`config.mk`:
```
export PLATFORM = sky130hd
export DESIGN_NAME = stopwatch_counter
export DESIGN_NICKNAME = d
export VERILOG_FILES = /design/src/rtl/stopwatch_counter.sv
export SDC_FILE = /design/constraint.sdc
export NUM_CORES = 1
export LEC_CHECK = 0
export CORE_MARGIN = 2
export CORE_UTILIZATION = 35
export DETAILED_ROUTE_END_ITERATION = 12
export PLACE_DENSITY = 0.57
export SYNTH_ARGS = -nofsm -noshare
export SYNTH_HDL_FRONTEND = slang
export SYNTH_SLANG_ARGS = --single-unit
```
`constraint.sdc`:
```
create_clock -name clk_in -period 2.3 [get_ports clk_in]
set_clock_uncertainty 0.15 [all_clocks]
set_input_delay 0.46 -clock clk_in [delete_from_list [all_inputs] [get_ports clk_in]]
set_output_delay 0.46 -clock clk_in [all_outputs]
set_load 0.03 [all_outputs]
```
`src/rtl/stopwatch_counter.sv`:
```
// BCD mm:ss.cc stopwatch clocked at 1 MHz, advanced by synchronised rising edges of clk_100.
// Optional lap-freeze display is enabled by defining SW_LAP_EN.
module stopwatch_counter #(
    parameter int unsigned MINUTES_MAX = 59,
    parameter int unsigned SYNC_STAGES = 2
) (
    input  logic        clk_in,
    input  logic        res,
    input  logic        clk_100,
    input  logic        btn_start_stop,
    input  logic        btn_clear,
    input  logic        btn_lap,
    output logic [23:0] digits,
    output logic        running,
    output logic        overflow
);

    localparam logic [3:0] MinTMax = 4'(MINUTES_MAX / 10);
    localparam logic [3:0] MinUMax = 4'(MINUTES_MAX % 10);

`ifdef SW_LAP_EN
    typedef enum logic [1:0] {StIdle, StRun, StStop, StLap} state_e;
`else
    typedef enum logic [1:0] {StIdle, StRun, StStop} state_e;
    logic unused_btn_lap;
    assign unused_btn_lap = btn_lap;
`endif

    state_e                   state_q, state_d;
    logic [SYNC_STAGES-1:0]   sync_q;
    logic                     prev_q;
    logic [5:0][3:0]          cnt_q, cnt_d;
    logic [23:0]              digits_q, digits_d;
    logic                     running_q, running_d;
    logic                     overflow_q;
    logic                     tick, counting, clear_zero, wrap;

    assign tick       = sync_q[SYNC_STAGES-1] & ~prev_q;
    assign clear_zero = (state_q == StStop) && btn_clear;

    always_comb begin
        state_d = state_q;
        unique case (state_q)
            StIdle: if (btn_start_stop) state_d = StRun;
            StRun: begin
                if (btn_start_stop) state_d = StStop;
`ifdef SW_LAP_EN
                else if (btn_lap) state_d = StLap;
`endif
            end
            StStop: begin
                if (btn_clear) state_d = StIdle;
                else if (btn_start_stop) state_d = StRun;
            end
`ifdef SW_LAP_EN
            StLap: begin
                if (btn_start_stop) state_d = StStop;
                else if (btn_lap) state_d = StRun;
            end
`endif
            default: state_d = StIdle;
        endcase
    end

    // Counting is gated on the pre-edge state, so a tick on the stop edge still lands.
    always_comb begin
        counting = (state_q == StRun);
`ifdef SW_LAP_EN
        counting = counting || (state_q == StLap);
`endif
        running_d = (state_d == StRun);
`ifdef SW_LAP_EN
        running_d = running_d || (state_d == StLap);
`endif
    end

    always_comb begin
        cnt_d = cnt_q;
        wrap  = 1'b0;
        if (clear_zero) begin
            cnt_d = '0;
        end else if (tick && counting) begin
            if (cnt_q[0] != 4'd9) cnt_d[0] = cnt_q[0] + 4'd1;
            else begin
                cnt_d[0] = 4'd0;
                if (cnt_q[1] != 4'd9) cnt_d[1] = cnt_q[1] + 4'd1;
                else begin
                    cnt_d[1] = 4'd0;
                    if (cnt_q[2] != 4'd9) cnt_d[2] = cnt_q[2] + 4'd1;
                    else begin
                        cnt_d[2] = 4'd0;
                        if (cnt_q[3] != 4'd5) cnt_d[3] = cnt_q[3] + 4'd1;
                        else begin
                            cnt_d[3] = 4'd0;
                            if (cnt_q[5] == MinTMax && cnt_q[4] == MinUMax) begin
                                cnt_d[5] = 4'd0;
                                cnt_d[4] = 4'd0;
                                wrap     = 1'b1;
                            end else if (cnt_q[4] != 4'd9) begin
                                cnt_d[4] = cnt_q[4] + 4'd1;
                            end else begin
                                cnt_d[4] = 4'd0;
                                cnt_d[5] = cnt_q[5] + 4'd1;
                            end
                        end
                    end
                end
            end
        end
    end

    always_comb begin
        digits_d = cnt_d;
`ifdef SW_LAP_EN
        // Entering or staying in LAP holds whatever was on display before this edge.
        if (state_d == StLap) digits_d = digits_q;
`endif
    end

    always_ff @(posedge clk_in) begin
        if (res) begin
            state_q    <= StIdle;
            sync_q     <= '0;
            prev_q     <= 1'b0;
            cnt_q      <= '0;
            digits_q   <= '0;
            running_q  <= 1'b0;
            overflow_q <= 1'b0;
        end else begin
            state_q    <= state_d;
            sync_q     <= {sync_q[SYNC_STAGES-2:0], clk_100};
            prev_q     <= sync_q[SYNC_STAGES-1];
            cnt_q      <= cnt_d;
            digits_q   <= digits_d;
            running_q  <= running_d;
            overflow_q <= wrap;
        end
    end

    assign digits   = digits_q;
    assign running  = running_q;
    assign overflow = overflow_q;

endmodule

```
==> run_results.csv, run 1 <==
group,metric,value,unit
synthesis,synth_flop_cell,"dfxtp_1",
clocking,cts_setup_buffers,0,
placement,hpwl,2460,µm
drt,drt-wirelength-per-cell,12.5,µm
drt,first_pass_iters,4,
timing,slew_violations,0,
placement,port_buffers,30,
layout,layout_common_cells,"dfxtp_1, clkdlybuf4s50_1, a21oi_1",
timing,finalSetupTns,0,ps
synthesis,synth-seq-cells,31,
synthesis,synthMuxAreaShare,0.0257,
clocking,clkSinkCount,31,
floorplan,die_y,70.7,µm
critical_path,reg2reg_from,"digits[4]",
drt,drtIter0Drc,111,
timing,final_hold_viol_count,0,
synthesis,synth_area,0.00156,mm²
timing,fin_crit,2130,ps
timing,max_slew_margin,0.749,
placement,place_area,0.00194,mm²
layout,antenna_cells,0,
clocking,cts_tree,"done",
clocking,numCtsBuffers,5,
layout,final_area,0.00204,mm²
synthesis,yosys.area_share.simple,0.316,
clocking,clockBufferDepth,2,
critical_path,endpoint_kind,"register",
clocking,clk_latency,280,ps
layout,final_util,0.471,
critical_path,cp-start-kind,"register",
floorplan,die_w,70.7,µm
layout,area_growth_syn_to_layout,30.7,%
floorplan,initial_core_util,0.361,
critical_path,rr_endpoint,"digits[22]",
status,status,"finished clean",
drt,avgViaCountPerCell,5.21,
worst_hold_path,whs_path_depth,1,
worst_hold_path,hold_start,"sync_q[0]",
critical_path,path_cells,"ha_1, and3b_1, nand4_4, or4_1, a21oi_1",
floorplan,io_pins,32,
clocking,cts-resized-gates,0,
placement,globalplace.congestion,0.747,
floorplan,core-area,0.00432,mm²
layout,final_common_cell,"dfxtp_1",
grt,antenna_found_initial,0,
clocking,root_buffer,"clkbuf_8",
worst_hold_path,holdPathEnd,"sync_q[1]",
grt,grt_pass1_vias,1252,
drt,num_vias,1413,
synthesis,syn_avg_cell_area,8.61,µm²
layout,drive_gt1_frac,0.0685,
worst_hold_path,worst_hold_path_type,"register to register",
critical_path,crit_arrival,2180,ps
synthesis,synth_fa_ha_area_frac,0.0963,
grt,grt_usage,0.143,
grt,gr-total-overflow,0,
timing,rsz0062_at_grt,"false",
clocking,clk_transition_reported_paths,60,ps
drt,antenna_left,0,
synthesis,synth_enable_flop_cells,0,
timing,worstMarginPinSlew,374,ps
grt,grt_pass1_wl,5760,µm
grt,grt_max_degree,18,
synthesis,syn_nets,199,
clocking,htree_levels,2,
synthesis,yosys_warnings,0,
synthesis,ys_seq_area_frac,0.398,
timing,max_freq,469,MHz
critical_path,ff2ff_path_depth,5,
timing,fin_crit_sh,0.927,
critical_path,cp_max_fo,17,
synthesis,synthXorXnorAreaFrac,0.00562,
power_and_ir_drop,powerDensity,521,mW/mm²
critical_path,rrSetupSlack,170,ps
floorplan,placementRows,24,
synthesis,synth_compound_area_frac,0.121,
critical_path,crit_type,"register to register",
floorplan,dieArea,0.00500,mm²
power_and_ir_drop,leakage,0.000744,µW
synthesis,yosysUniqueCellTypes,32,
critical_path,crit_path_top_delay_cell,"or4_1",
critical_path,cp.required,2350,ps
synthesis,synthCells,181,
drt,drcViolationCount,0,
critical_path,slowest_delay,530,ps
timing,setup_viol,0,
power_and_ir_drop,vdd_drop_max,0.296,mV
layout,final_nets,236,
synthesis,synth_top_family_by_area,"simple AND/OR/NAND/NOR gates",
synthesis,ys_async_sr_fraction,0,
drt,routed_wl,3390,µm
run,drv_cap,0,
clocking,holdBufCountCts,0,
## worst max-delay path, delay by kind of cell, from the launching register on
kind	cells	cell delay (ps)
AOI/OAI and AO/OA	1	180
DFF	1	420
adders and majority gates	1	200
and+or+nand+nor	3	1110
## flip-flops by register name, indices dropped and copies added (netlist names)
| name | count |
|---|---|
| prev_q | 1 |
| overflow | 1 |
| state_q | 2 |
| digits | 23 |
| cnt_q | 1 |
| sync_q | 2 |
| running | 1 |
## through the flow
step           std cells  hold WS [ps]  worst slack [ps]  power (µW)
2_1_floorplan        181           264               154         581
3_3_place_gp         263           281               254         603
3_5_place_dp         263           286               190         604
4_1_cts              271           301               163        1080
5_1_grt              271           317              4.35        1110
6_report             271           290               169        1060
## where the power goes
| part | total [µW] | internal (µW) | leakage (µW) | switching, µW |
|---|---|---|---|---|
| Combinational | 44.6 | 20.9 | 0.000442 | 23.7 |
| Clock | 471 | 273 | 0.0000515 | 198 |
| Sequential | 547 | 543 | 0.000251 | 4.45 |
| Total | 1060 | 837 | 0.000744 | 226 |
## layer usage
| layer | up-vias | share of wire | track usage |
|---|---|---|---|
| li1 | 720 | - | - |
| met1 | 658 | 0.47 | 0.184 |
| met2 | 29 | 0.47 | 0.227 |
| met3 | 6 | 0.047 | 0.0484 |
| met4 | 0 | 0.012 | 0.0440 |
| met5 | - | 0 | 0 |
## Yosys cell counts, types with 6 or more instances
cell type	n	area (µm²)
nand3_1	8	40.0
nor3_1	7	35.0
or4_1	6	45.0
nand2_1	16	60.1
inv_1	7	26.3
o21ai_0	9	45.0
ha_1	12	150
nor2_1	18	67.6
dfxtp_1	31	621
or3_1	7	43.8
a21oi_1	21	105
and3b_1	6	52.6
## layout make-up
class / count / area, µm²
clock buffers: 8 / 100
repair buffers: 36 / 345
flip-flops and latches: 31 / 621
inverters: 7 / 26.3
fillers: 429 / 2290
well taps: 52 / 65.1
multi-input cells: 137 / 881
## worst max path at each step
stage / startpoint / end / cells past startpoint
after global placement: digits[4] / digits[21] / 5
after CTS: digits[4] / digits[22] / 5
after floorplan: digits[0] / digits[21] / 7
final: digits[4] / digits[22] / 5
after detailed placement: digits[4] / digits[22] / 5
after global routing: digits[4] / digits[20] / 5
## kinds of logic after synthesis
group	count (synthesis)
flops	31
mux	4
compound gates	35
buf+inv	13
simple gates	85
fa+ha+maj	12
xor+xnor	1
Note: power is estimated with default switching activity, not from simulation.
==> run 2, diff against run 1 <==
--- a/config.mk
+++ b/config.mk
@@ -5,10 +5,13 @@
 export SDC_FILE = /design/constraint.sdc
 export NUM_CORES = 1
 export LEC_CHECK = 0
+export CELL_PAD_IN_SITES_DETAIL_PLACEMENT = 0
+export CELL_PAD_IN_SITES_GLOBAL_PLACEMENT = 1
 export CORE_MARGIN = 2
 export CORE_UTILIZATION = 35
 export DETAILED_ROUTE_END_ITERATION = 12
-export PLACE_DENSITY = 0.57
+export PLACE_DENSITY = 0.73
+export RECOVER_POWER = 50
 export SYNTH_ARGS = -nofsm -noshare
 export SYNTH_HDL_FRONTEND = slang
 export SYNTH_SLANG_ARGS = --single-unit
==> run 2 against run 1 <==
  * Combinational power shrank 5.4%
  * Critical path depth grew 1
  * Clock power shrank 2%
  * Worst setup slack gained 12 ps
  * Power shrank 1.1%
  * Critical endpoint is now digits[21]
  * Largest cell class unchanged
==> run_results.csv, run 2 (synthesized netlist as in run 1, its figures left out) <==
group,metric,value,unit
layout,final_nets,236,
timing,fin_crit,2120,ps
grt,grt_pass1_vias,1294,
worst_hold_path,whs_path_depth,1,
clocking,clockBufferDepth,2,
timing,slew_violations,0,
grt,grt_max_degree,21,
worst_hold_path,holdPathEnd,"sync_q[1]",
timing,finalSetupTns,0,ps
clocking,cts_tree,"done",
worst_hold_path,hold_start,"sync_q[0]",
clocking,clk_transition_reported_paths,60,ps
critical_path,crit_type,"register to register",
grt,antenna_found_initial,0,
critical_path,path_cells,"inv_1, ha_1, and3b_1, nand4_4, or4_1, a21oi_1",
power_and_ir_drop,power,1050,µW
timing,hold_ws,287,ps
critical_path,crit_start,"digits[5]",
drt,drtIter0Drc,34,
drt,routed_wl,3390,µm
power_and_ir_drop,powerDensity,518,mW/mm²
clocking,clkSinkCount,31,
critical_path,cp.required,2350,ps
layout,largest_register_ffs,23,
critical_path,crit_arrival,2170,ps
power_and_ir_drop,leakage,0.000758,µW
floorplan,io_pins,32,
floorplan,initial_core_util,0.361,
placement,port_buffers,30,
layout,layout_common_cells,"dfxtp_1, clkdlybuf4s50_1, a21oi_1",
placement,hpwl,2490,µm
clocking,numCtsBuffers,5,
timing,max_freq,472,MHz
critical_path,rrSetupSlack,180,ps
placement,place_area,0.00194,mm²
placement,globalplace.congestion,0.727,
critical_path,crit_path_top_delay_cell,"or4_1",
grt,grt_pass1_wl,5840,µm
power_and_ir_drop,vdd_drop_max,0.357,mV
critical_path,cp_max_fo,20,
clocking,root_buffer,"clkbuf_8",
timing,rsz0062_at_grt,"false",
critical_path,reg2reg_from,"digits[5]",
layout,final_common_cell,"dfxtp_1",
timing,worstMarginPinSlew,566,ps
drt,antenna_left,0,
floorplan,placementRows,24,
timing,final_hold_viol_count,0,
worst_hold_path,worst_hold_path_type,"register to register",
drt,avgViaCountPerCell,5.21,
layout,nFillCells,417,
clocking,htree_levels,2,
critical_path,rr_endpoint,"digits[21]",
placement,place_ws,221,ps
grt,gr-total-overflow,0,
clocking,cts-resized-gates,0,
grt,grt_usage,0.141,
floorplan,die_y,70.7,µm
critical_path,ff2ff_path_depth,6,
layout,drive_gt1_frac,0.0548,
timing,fin_crit_sh,0.921,
layout,area_growth_syn_to_layout,30.0,%
drt,num_vias,1411,
clocking,cts_setup_buffers,0,
timing,setup_viol,0,
drt,drt-wirelength-per-cell,12.5,µm
clocking,clk_latency,270,ps
layout,antenna_cells,0,
status,status,"finished clean",
critical_path,endpoint_kind,"register",
run,drv_cap,0,
critical_path,slowest_delay,560,ps
drt,first_pass_iters,4,
drt,drcViolationCount,0,
floorplan,core-area,0.00432,mm²
critical_path,cp-start-kind,"register",
clocking,holdBufCountCts,0,
floorplan,die_w,70.7,µm
floorplan,dieArea,0.00500,mm²
layout,final_area,0.00203,mm²
timing,max_slew_margin,0.623,
timing,setup_ws,181,ps
## run 2: cell types whose count changed in the layout (fill, tap and decap cells not counted)
cell / before / now
buf_4: 6 / 3
clkbuf_1: 1 / 4
clkdlybuf4s50_1: 30 / 22
dlygate4sd3_1: 0 / 8
## run 2: how the worst max path moves through the flow
stage	cells past startpoint	to	slack, ps
2_1_floorplan	7	digits[21]	150
3_3_place_gp	6	digits[21]	260
3_5_place_dp	6	digits[21]	220
4_1_cts	6	digits[21]	200
5_1_grt	5	digits[15]	50
6_report	6	digits[21]	180
## run 2: power breakdown
group	internal [µW]	switching, µW
Combinational	18.5	23.7
Clock	273	188
Sequential	543	4.47
## run 2: cell type report
class                      instances  area [µm²]  share of cell area
multi-input combinational        137         881               0.435
sequential                        31         621               0.306
timing repair buffer              36         334               0.165
clock buffer                       8         100              0.0494
tap                               52        65.1              0.0321
inverter                           7        26.3              0.0130
## run 2: per-stage QoR
step                 util  std cells
finish              0.469        271
CTS                 0.471        271
detailed placement  0.448        263
global route        0.469        271
global placement    0.448        263
floorplan               -        181
## run 2: per-layer routing
metal,share of wire,global-route usage
met1,0.48,0.176
met2,0.47,0.243
met3,0.044,0.0356
met4,0.0056,0.0377
met5,0,0
## run 2: critical path, delay by kind of cell, from the launching register on
family / cells / cell delay, ps
buffers and inverters: 1 / 90
AOI/OAI and AO/OA: 1 / 150
adders and majority gates: 1 / 160
DFF: 1 / 330
and+or+nand+nor: 3 / 1170
